==> src/rtl/filter_addr_sequencer_if.sv <==
// Control, configuration and address handshake bundle for filter_addr_sequencer.
// The master side drives start/config/ready; the slave side (the sequencer) returns addresses and status.
interface filter_addr_sequencer_if #(
    parameter int FILTER_SPAD_DEPTH = 225,
    parameter int CONFIG_BIT        = 5,
    parameter int CH_BIT            = 4,
    parameter int F_BIT             = 4
);
    localparam int AW = $clog2(FILTER_SPAD_DEPTH);

    logic                  start;
    logic                  clear;
    logic                  mode;
    logic [CONFIG_BIT-1:0] filter_size;
    logic [CH_BIT-1:0]     num_channels;
    logic [F_BIT-1:0]      num_filters;
    logic [AW-1:0]         filter_stride;
    logic                  addr_ready;
    logic                  addr_valid;
    logic [AW-1:0]         filter_read_address;
    logic [AW-1:0]         filter_base_address;
    logic                  last;
    logic                  busy;
    logic                  done;
    logic                  err_range;

    modport master (
        output start, clear, mode, filter_size, num_channels, num_filters, filter_stride, addr_ready,
        input  addr_valid, filter_read_address, filter_base_address, last, busy, done, err_range
    );

    modport slave (
        input  start, clear, mode, filter_size, num_channels, num_filters, filter_stride, addr_ready,
        output addr_valid, filter_read_address, filter_base_address, last, busy, done, err_range
    );
endinterface

==> src/rtl/filter_addr_sequencer.sv <==
// Generates filter scratchpad read addresses f*stride + c*size + k over a latched
// configuration, in filter-major or channel-major order, with a valid/ready handshake.
//
// state | meaning
// IDLE  | waiting for start; configuration inputs are not observed
// RUN   | addr_valid high, counters advance on each handshake
// DONE  | one-cycle done pulse, then back to IDLE
module filter_addr_sequencer #(
    parameter int FILTER_SPAD_DEPTH = 225,
    parameter int CONFIG_BIT        = 5,
    parameter int CH_BIT            = 4,
    parameter int F_BIT             = 4
) (
    input logic                    clk,
    input logic                    rst,
    filter_addr_sequencer_if.slave bus
);
    localparam int AW = $clog2(FILTER_SPAD_DEPTH);
    localparam int WW = AW + CH_BIT + F_BIT;

    typedef enum logic [1:0] {
        IDLE = 2'd0,
        RUN  = 2'd1,
        DONE = 2'd2
    } state_e;

    state_e                state_q, state_d;
    logic [CONFIG_BIT-1:0] k_q, k_d;
    logic [CH_BIT-1:0]     c_q, c_d;
    logic [F_BIT-1:0]      f_q, f_d;
    logic                  mode_q, mode_d;
    logic [CONFIG_BIT-1:0] fs_q, fs_d;
    logic [CH_BIT-1:0]     ch_q, ch_d;
    logic [F_BIT-1:0]      nf_q, nf_d;
    logic [AW-1:0]         stride_q, stride_d;
    logic                  err_q, err_d;

    logic [WW-1:0] base_wide;
    logic [WW-1:0] addr_wide;
    logic          k_last;
    logic          c_last;
    logic          f_last;
    logic          in_run;
    logic          seq_last;
    logic          cfg_zero;
    logic          out_of_range;

    // Wide arithmetic so range/overflow can be judged before truncation to AW bits.
    always_comb begin
        base_wide = WW'(f_q) * WW'(stride_q);
        addr_wide = base_wide + WW'(c_q) * WW'(fs_q) + WW'(k_q);
    end

    always_comb begin
        in_run       = (state_q == RUN);
        k_last       = (k_q == fs_q - CONFIG_BIT'(1));
        c_last       = (c_q == ch_q - CH_BIT'(1));
        f_last       = (f_q == nf_q - F_BIT'(1));
        seq_last     = in_run && k_last && c_last && f_last;
        cfg_zero     = (bus.filter_size == '0) || (bus.num_channels == '0) || (bus.num_filters == '0);
        out_of_range = (addr_wide >= WW'(FILTER_SPAD_DEPTH))
                       || (addr_wide[WW-1:AW] != '0)
                       || (base_wide[WW-1:AW] != '0);
    end

    always_comb begin
        state_d  = state_q;
        k_d      = k_q;
        c_d      = c_q;
        f_d      = f_q;
        mode_d   = mode_q;
        fs_d     = fs_q;
        ch_d     = ch_q;
        nf_d     = nf_q;
        stride_d = stride_q;
        err_d    = err_q;

        if (bus.clear) begin
            state_d = IDLE;
            k_d     = '0;
            c_d     = '0;
            f_d     = '0;
        end else begin
            unique case (state_q)
                IDLE: begin
                    if (bus.start) begin
                        mode_d   = bus.mode;
                        fs_d     = bus.filter_size;
                        ch_d     = bus.num_channels;
                        nf_d     = bus.num_filters;
                        stride_d = bus.filter_stride;
                        k_d      = '0;
                        c_d      = '0;
                        f_d      = '0;
                        err_d    = 1'b0;
                        state_d  = cfg_zero ? DONE : RUN;
                    end
                end
                RUN: begin
                    if (bus.addr_ready) begin
                        if (seq_last) begin
                            state_d = DONE;
                            k_d     = '0;
                            c_d     = '0;
                            f_d     = '0;
                        end else begin
                            k_d = k_last ? '0 : k_q + CONFIG_BIT'(1);
                            // The k wrap carries into the middle counter selected by mode.
                            if (k_last && !mode_q) begin
                                c_d = c_last ? '0 : c_q + CH_BIT'(1);
                                if (c_last) begin
                                    f_d = f_q + F_BIT'(1);
                                end
                            end else if (k_last) begin
                                f_d = f_last ? '0 : f_q + F_BIT'(1);
                                if (f_last) begin
                                    c_d = c_q + CH_BIT'(1);
                                end
                            end
                        end
                    end
                end
                DONE: begin
                    state_d = IDLE;
                end
                default: begin
                    state_d = IDLE;
                end
            endcase
        end

        if (in_run && out_of_range) begin
            err_d = 1'b1;
        end
    end

    always_ff @(posedge clk) begin
        if (rst) begin
            state_q  <= IDLE;
            k_q      <= '0;
            c_q      <= '0;
            f_q      <= '0;
            mode_q   <= 1'b0;
            fs_q     <= '0;
            ch_q     <= '0;
            nf_q     <= '0;
            stride_q <= '0;
            err_q    <= 1'b0;
        end else begin
            state_q  <= state_d;
            k_q      <= k_d;
            c_q      <= c_d;
            f_q      <= f_d;
            mode_q   <= mode_d;
            fs_q     <= fs_d;
            ch_q     <= ch_d;
            nf_q     <= nf_d;
            stride_q <= stride_d;
            err_q    <= err_d;
        end
    end

    assign bus.addr_valid          = in_run;
    assign bus.filter_read_address = addr_wide[AW-1:0];
    assign bus.filter_base_address = base_wide[AW-1:0];
    assign bus.last                = seq_last;
    assign bus.busy                = (state_q != IDLE);
    assign bus.done                = (state_q == DONE);
    assign bus.err_range           = err_q;
endmodule

==> src/flat_wrapper.sv <==
// flat-port wrapper written by rule: the top's interface ports become plain ports
module filter_addr_sequencer_flat 
#(
    parameter int FILTER_SPAD_DEPTH = 225,
    parameter int CONFIG_BIT        = 5,
    parameter int CH_BIT            = 4,
    parameter int F_BIT             = 4
)
  (clk, rst, bus_start, bus_clear, bus_mode, bus_filter_size, bus_num_channels, bus_num_filters, bus_filter_stride, bus_addr_ready, bus_addr_valid, bus_filter_read_address, bus_filter_base_address, bus_last, bus_busy, bus_done, bus_err_range);
  filter_addr_sequencer_if #(.FILTER_SPAD_DEPTH(FILTER_SPAD_DEPTH), .CONFIG_BIT(CONFIG_BIT), .CH_BIT(CH_BIT), .F_BIT(F_BIT)) bus_i ();
  input logic clk;
  input logic rst;
  input wire logic [$bits(bus_i.start)-1:0] bus_start;
  input wire logic [$bits(bus_i.clear)-1:0] bus_clear;
  input wire logic [$bits(bus_i.mode)-1:0] bus_mode;
  input wire logic [$bits(bus_i.filter_size)-1:0] bus_filter_size;
  input wire logic [$bits(bus_i.num_channels)-1:0] bus_num_channels;
  input wire logic [$bits(bus_i.num_filters)-1:0] bus_num_filters;
  input wire logic [$bits(bus_i.filter_stride)-1:0] bus_filter_stride;
  input wire logic [$bits(bus_i.addr_ready)-1:0] bus_addr_ready;
  output wire logic [$bits(bus_i.addr_valid)-1:0] bus_addr_valid;
  output wire logic [$bits(bus_i.filter_read_address)-1:0] bus_filter_read_address;
  output wire logic [$bits(bus_i.filter_base_address)-1:0] bus_filter_base_address;
  output wire logic [$bits(bus_i.last)-1:0] bus_last;
  output wire logic [$bits(bus_i.busy)-1:0] bus_busy;
  output wire logic [$bits(bus_i.done)-1:0] bus_done;
  output wire logic [$bits(bus_i.err_range)-1:0] bus_err_range;
  assign bus_i.start = bus_start;
  assign bus_i.clear = bus_clear;
  assign bus_i.mode = bus_mode;
  assign bus_i.filter_size = bus_filter_size;
  assign bus_i.num_channels = bus_num_channels;
  assign bus_i.num_filters = bus_num_filters;
  assign bus_i.filter_stride = bus_filter_stride;
  assign bus_i.addr_ready = bus_addr_ready;
  assign bus_addr_valid = bus_i.addr_valid;
  assign bus_filter_read_address = bus_i.filter_read_address;
  assign bus_filter_base_address = bus_i.filter_base_address;
  assign bus_last = bus_i.last;
  assign bus_busy = bus_i.busy;
  assign bus_done = bus_i.done;
  assign bus_err_range = bus_i.err_range;
  filter_addr_sequencer #(.FILTER_SPAD_DEPTH(FILTER_SPAD_DEPTH), .CONFIG_BIT(CONFIG_BIT), .CH_BIT(CH_BIT), .F_BIT(F_BIT)) u_core (.clk(clk), .rst(rst), .bus(bus_i));
endmodule
==> config.mk <==
export PLATFORM = sky130hd
export DESIGN_NAME = filter_addr_sequencer_flat
export DESIGN_NICKNAME = d
export VERILOG_FILES = /design/src/rtl/filter_addr_sequencer_if.sv /design/src/rtl/filter_addr_sequencer.sv /design/src/flat_wrapper.sv
export SDC_FILE = /design/constraint.sdc
export NUM_CORES = 1
export LEC_CHECK = 0
export BUFFER_PORTS_ARGS = -buffer_cell sky130_fd_sc_hd__buf_2
export CAP_MARGIN = 5
export CORE_UTILIZATION = 50
export CTS_CLUSTER_DIAMETER = 120
export DETAILED_ROUTE_END_ITERATION = 10
export PLACE_DENSITY = 0.81
export SYNTH_ARGS = -nofsm -noshare
export SYNTH_HDL_FRONTEND = slang
export SYNTH_SLANG_ARGS = --single-unit
export TNS_END_PERCENT = 5
==> constraint.sdc <==
create_clock -name clk -period 7.45 [get_ports clk]
set_clock_uncertainty 0.2 [all_clocks]
set_input_delay 0.745 -clock clk [delete_from_list [all_inputs] [get_ports clk]]
set_output_delay 0.745 -clock clk [all_outputs]
set_load 0.05 [all_outputs]
After elaboration in Yosys (flattened, before gate mapping)
Index checks and enable logic that the tools add are counted.

$add $sub $neg: 8. Multiply operators: 2. $lt $le $gt $ge: 1. Eq/ne operators: 12. Multiplexer cells: 29. Bitwise logic cells: 1. Reduce and logical (&&, ||, !) cells: 27.

Operators with widths (count): two-way mux 4 bit (13); two-way mux 5 bit (4); adder 16 x 5 -> 16 bit (1); >= comparator 16 x 8 -> 1 bit, second input constant (1); one-hot mux 4 bit (2 select lines) (2); nonzero test 8 bit (2); adder 12 x 9 -> 13 bit (1); multiplier 4 x 8 -> 12 bit (1); inequality test 4 x 3 -> 1 bit, second input constant (3); AND reduction 3 bit (4); one-hot mux 5 bit (2 select lines) (1); AND reduction 5 bit (2); multiplier 4 x 5 -> 9 bit (1); adder 4 x 1 -> 4 bit, second input constant (2); equality test 4 bit (2); zero test 4 bit (2); two-way mux 2 bit (4); nonzero test 2 bit (4); subtractor 4 x 1 -> 4 bit, second input constant (2); inequality test 2 bit, second input constant (3); adder 5 x 1 -> 5 bit, second input constant (1); equality test 5 bit (1); logical AND 1 bit (5); zero test 5 bit (1); other kinds (11) (17).

Flip-flop bits (word level): 38. Input bits: 27. Output and inout port bits: 21. Logic and storage cells: 90.

Depth between registers and ports, before layout
Word-level depth: 9. Depth in mapped cells: 21. Depth with buffers taken out: 20.

Worst setup path after synthesis
No wires, ideal clock.

Path kind: register -> output. Start point: reg u_core.f_q[3]. End point: out bus_filter_read_address[7]. Data arrival time: 5850 ps. Required time: 6505 ps. Slack: 655 ps. Cell stages (with the launch flop): 17. Buffers on the path: 1. Cell sequence: dfxtp_1 > clkbuf_1 > nand2_1 > fa_1 > inv_1 > fa_1 > inv_1 > fa_1 > xnor2_1 > fa_1 > ha_1 > xnor2_1 > ha_1 > o21a_1 > o21ai_0 > nor2_1 > xnor2_1.

Longest elaborated chain between the ends: 3.

RTL lines: from (decl) (RTL line filter_addr_sequencer.sv:30) `logic [F_BIT-1:0] f_q, f_d;`; from (signal assigned) (RTL line filter_addr_sequencer.sv:142) `f_q <= '0;`; from (signal assigned) (RTL line filter_addr_sequencer.sv:153) `f_q <= f_d;`; multiplier 4 x 8 -> 12 bit (RTL line filter_addr_sequencer.sv:50) `base_wide = WW'(f_q) * WW'(stride_q);`; via bus_filter_base_address[4] (RTL line flat_wrapper.sv:23) `output wire logic [$bits(bus_i.filter_base_address)-1:0] bus_filter_base_address;`; adder 12 x 9 -> 13 bit (RTL line filter_addr_sequencer.sv:51) `addr_wide = base_wide + WW'(c_q) * WW'(fs_q) + WW'(k_q);`; adder 16 x 5 -> 16 bit (RTL line filter_addr_sequencer.sv:51); to (decl) (RTL line flat_wrapper.sv:22) `output wire logic [$bits(bus_i.filter_read_address)-1:0] bus_filter_read_address;`.

The timed path passes the listed nets, and every way through them passes these cells.

Worst setup path in the final report
Start point: reg u_core.f_q[2]. End point: out bus_filter_read_address[7].

Longest elaborated chain between the ends: 3.

RTL lines (RTL line): multiplier 4 x 8 -> 12 bit (filter_addr_sequencer.sv:50); adder 12 x 9 -> 13 bit (filter_addr_sequencer.sv:51); adder 16 x 5 -> 16 bit (filter_addr_sequencer.sv:51).

Every way passes these cells.

==> out/qor.csv <==
metric;value;unit
outcome;finished clean;
synth.area.top_cells;dfxtp_1, ha_1, fa_1;
dp_hpwl;7400;µm
layout.cells.non_filler;656;
fin_nets;651;
rows;32;
powerDensity;95.4;nW/µm²
routedWlPerCell;13.9;µm
p_leak;2.19;nW
setup_viol;0;
die_h;93.1;µm
total_power;0.431;mW
seqPwrFrac;0.506;
clk_pin_slew;0.07;ns
cp_slowest_stage_delay;0.58;ns
initial_core_util;0.526;
cts_tree;built;
fmax;0.155;GHz
path_buf_inv;4;
cts_buffer_depth;2;
start_kind;flip-flop;
synth_nets;621;
die_w;93.1;µm
num_vias;3679;
cts_sinks;38;
grt_overflow;0;
diodes;0;
grt_pass1_vias;3350;
hold_buffers;0;
post-place-ws;1.40;ns
yosysTopAreaCellShare;0.183;
p_switching;0.123;mW
hold_path.class;flip-flop to flip-flop;
drc;0;
holdPathStages;2;
port_buffers;47;
syn_to_final_growth;8.74;%
yosysTopAreaCell;dfxtp_1;
synth-seq-cells;38;
maxCapViolCount;0;
reg2regPathDepth;19;
path_class;flip-flop to output pin;
postPlaceCellArea;4420;µm²
synth_cells;523;
ant_nets;0;
internal-power;0.308;mW
cts_max_level;2;
core-area;7890;µm²
cts-root-buf;clkbuf_8;
grt_max_degree;26;
sw_frac_of_total;0.286;
setup_tns;0;ns
crit_cells;18;
post_cts_resized;0;
drt_iter0_drc;197;
period_share;0.864;
drive_above_1_share;0.126;
syn_area;4150;µm²
grt_pass1_wl;15200;µm
r2r_slack;1.87;ns
grt_setup_unrepaired;false;
worst_slack;1.01;ns
clock_latency;0.29;ns
dp.cells;648;
fin_area;4520;µm²
ys_seq_area_frac;0.183;
viasPerCell;5.61;
cts_buffers;5;
fin_crit;6.44;ns
worst_slew_pin_slew;0.928;ns
ys_async_sr_fraction;0;
die_area;8670;µm²
firstDrtPassIters;5;
cp_max_fo;13;
critPathArrivalTime;5.49;ns
boundaryPins;48;
synth-edff-count;0;
n_fill_cell;701;
wirelength;9140;µm
cp.required;6.50;ns
pwr-share-clk;0.356;
gr-usage-all-layers;0.218;
hold_viol;0;
pwr-share-comb;0.138;
gp_congestion;0.866;
cts_setup_buffers;0;
crit_path_top_delay_cell;dfxtp_1;
crit_chain;nand2_1 -> fa_1 -> inv_1 -> fa_1 -> ha_1 -> a211oi_1 -> o21bai_1 -> a21oi_1 -> xor2_1 -> fa_1 -> inv_1 -> ha_1 -> inv_1 -> nor3_1 -> a311o_1 -> a311oi_1 -> xnor2_1 -> buf_2;
end_kind;output pin;
critical-path-top-delay-family;adder cells;
final_max_slew_viol_count;0;
synth_flop_cell;dfxtp_1;
antenna_found_initial;0;
yosysWarnings;0;
avgSynthCellArea;7.94;µm²
vdd_drop_max;98.7;µV
ys_types;56;
relSlewSlack;0.381;
[worst paths after layout]
kind	startpoint	endpoint
setup / recovery	u_core.f_q[2]	bus_filter_read_address[7]
hold / removal	u_core.mode_q	u_core.mode_q
setup reg to reg	u_core.f_q[2]	u_core.bus.err_range
hold reg to reg	u_core.mode_q	u_core.mode_q
[through the flow]
step | util | hold slack, ns
after floorplan | - | 0.236
after CTS | 0.572 | 0.274
final | 0.572 | 0.277
after global placement | 0.560 | 0.257
after global routing | 0.572 | 0.294
after detailed placement | 0.560 | 0.263
[area by class of cell]
class	instances	area, µm²	share of cell area
inverter	47	176	0.0391
clock buffer	6	82.6	0.0183
multi-input combinational	413	3110	0.689
sequential	38	761	0.168
timing repair buffer	48	243	0.0538
tap	102	128	0.0283
clock inverter	2	12.5	0.00277
[sequential cells by signal (all words and copies together) (netlist names)]
| name | cells |
|---|---|
| u_core.bus.err_range | 1 |
| u_core.mode_q | 1 |
| u_core.f_q | 4 |
| u_core.state_q | 2 |
| u_core.fs_q | 5 |
| u_core.k_q | 5 |
| u_core.stride_q | 8 |
| u_core.ch_q | 4 |
| u_core.c_q | 4 |
| u_core.nf_q | 4 |
[power by group through the flow]
stage                     clock (mW)  combinational [mW]  sequential, mW
after floorplan                    0              0.0449           0.219
after global placement             0              0.0570           0.222
after detailed placement           0              0.0592           0.223
after CTS                      0.153              0.0595           0.218
after global routing           0.163              0.0661           0.219
final                          0.153              0.0595           0.218
[metal layers]
metal  vias up  track usage  part of all wire
li1       1826            -                 -
met1      1772        0.291              0.45
met2        75        0.376              0.50
met3         6       0.0341             0.042
met4         0       0.0359            0.0072
met5         -            0                 0
[logic make-up after synthesis]
kind of cell               share of synthesized area
DFF                                            0.183
xor gates and xnor gates                      0.0780
buffers and inverters                         0.0684
and+or+nand+nor                                0.250
adders and majority gates                      0.259
AOI/OAI and AO/OA                              0.152
muxes                                        0.00994
[synth_stat cells (8+ instances only)]
master,instances
a21oi_1,41
and2_1,31
clkbuf_1,18
dfxtp_1,38
fa_1,25
ha_1,46
inv_1,47
nand2_1,87
nand3_1,9
nor2_1,22
nor2b_1,8
nor3_1,11
nor4_1,8
o21ai_0,14
xnor2_1,23
xor2_1,14
[cell usage in the layout (no fill, tap or decap), types with 2 or more instances in the layout]
cell | netlist | routed
o21a_1 | 6 | 6
nor3b_1 | 3 | 3
o21ai_0 | 14 | 14
xnor2_1 | 23 | 23
nand2_1 | 87 | 87
a211o_1 | 2 | 2
nor3_2 | 1 | 2
nand3_1 | 9 | 9
nor3_1 | 11 | 10
ha_1 | 46 | 46
o31a_1 | 2 | 2
fa_1 | 25 | 25
nor4_1 | 8 | 8
nor2b_1 | 8 | 8
mux2i_1 | 3 | 3
a21o_1 | 6 | 6
a21oi_1 | 41 | 41
nand2b_1 | 6 | 6
a22oi_1 | 2 | 2
nor4b_1 | 2 | 2
xor2_1 | 14 | 14
o211ai_1 | 6 | 6
nor2_1 | 22 | 22
buf_2 | 5 | 47
inv_1 | 47 | 47
dfxtp_1 | 38 | 38
a31o_2 | 2 | 2
clkbuf_8 | 0 | 6
a211oi_1 | 3 | 3
nand4_1 | 6 | 6
or2_2 | 2 | 2
and2_1 | 31 | 31
[worst reg2reg max path, stage by stage (launching register included)]
cell and delay, ns:
dfxtp_1 0.58, nand2_1 0.15, fa_1 0.54, inv_1 0.06
fa_1 0.50, ha_1 0.33, a211oi_1 0.22, o21bai_1 0.14
a21oi_1 0.19, xor2_1 0.12, fa_1 0.54, inv_1 0.04
ha_1 0.38, inv_1 0.15, nor3_1 0.07, a311o_1 0.32
a311oi_1 0.45, nor3_1 0.11, mux2i_1 0.23, a41oi_1 0.16
Note: power is estimated with default switching activity, not from simulation.
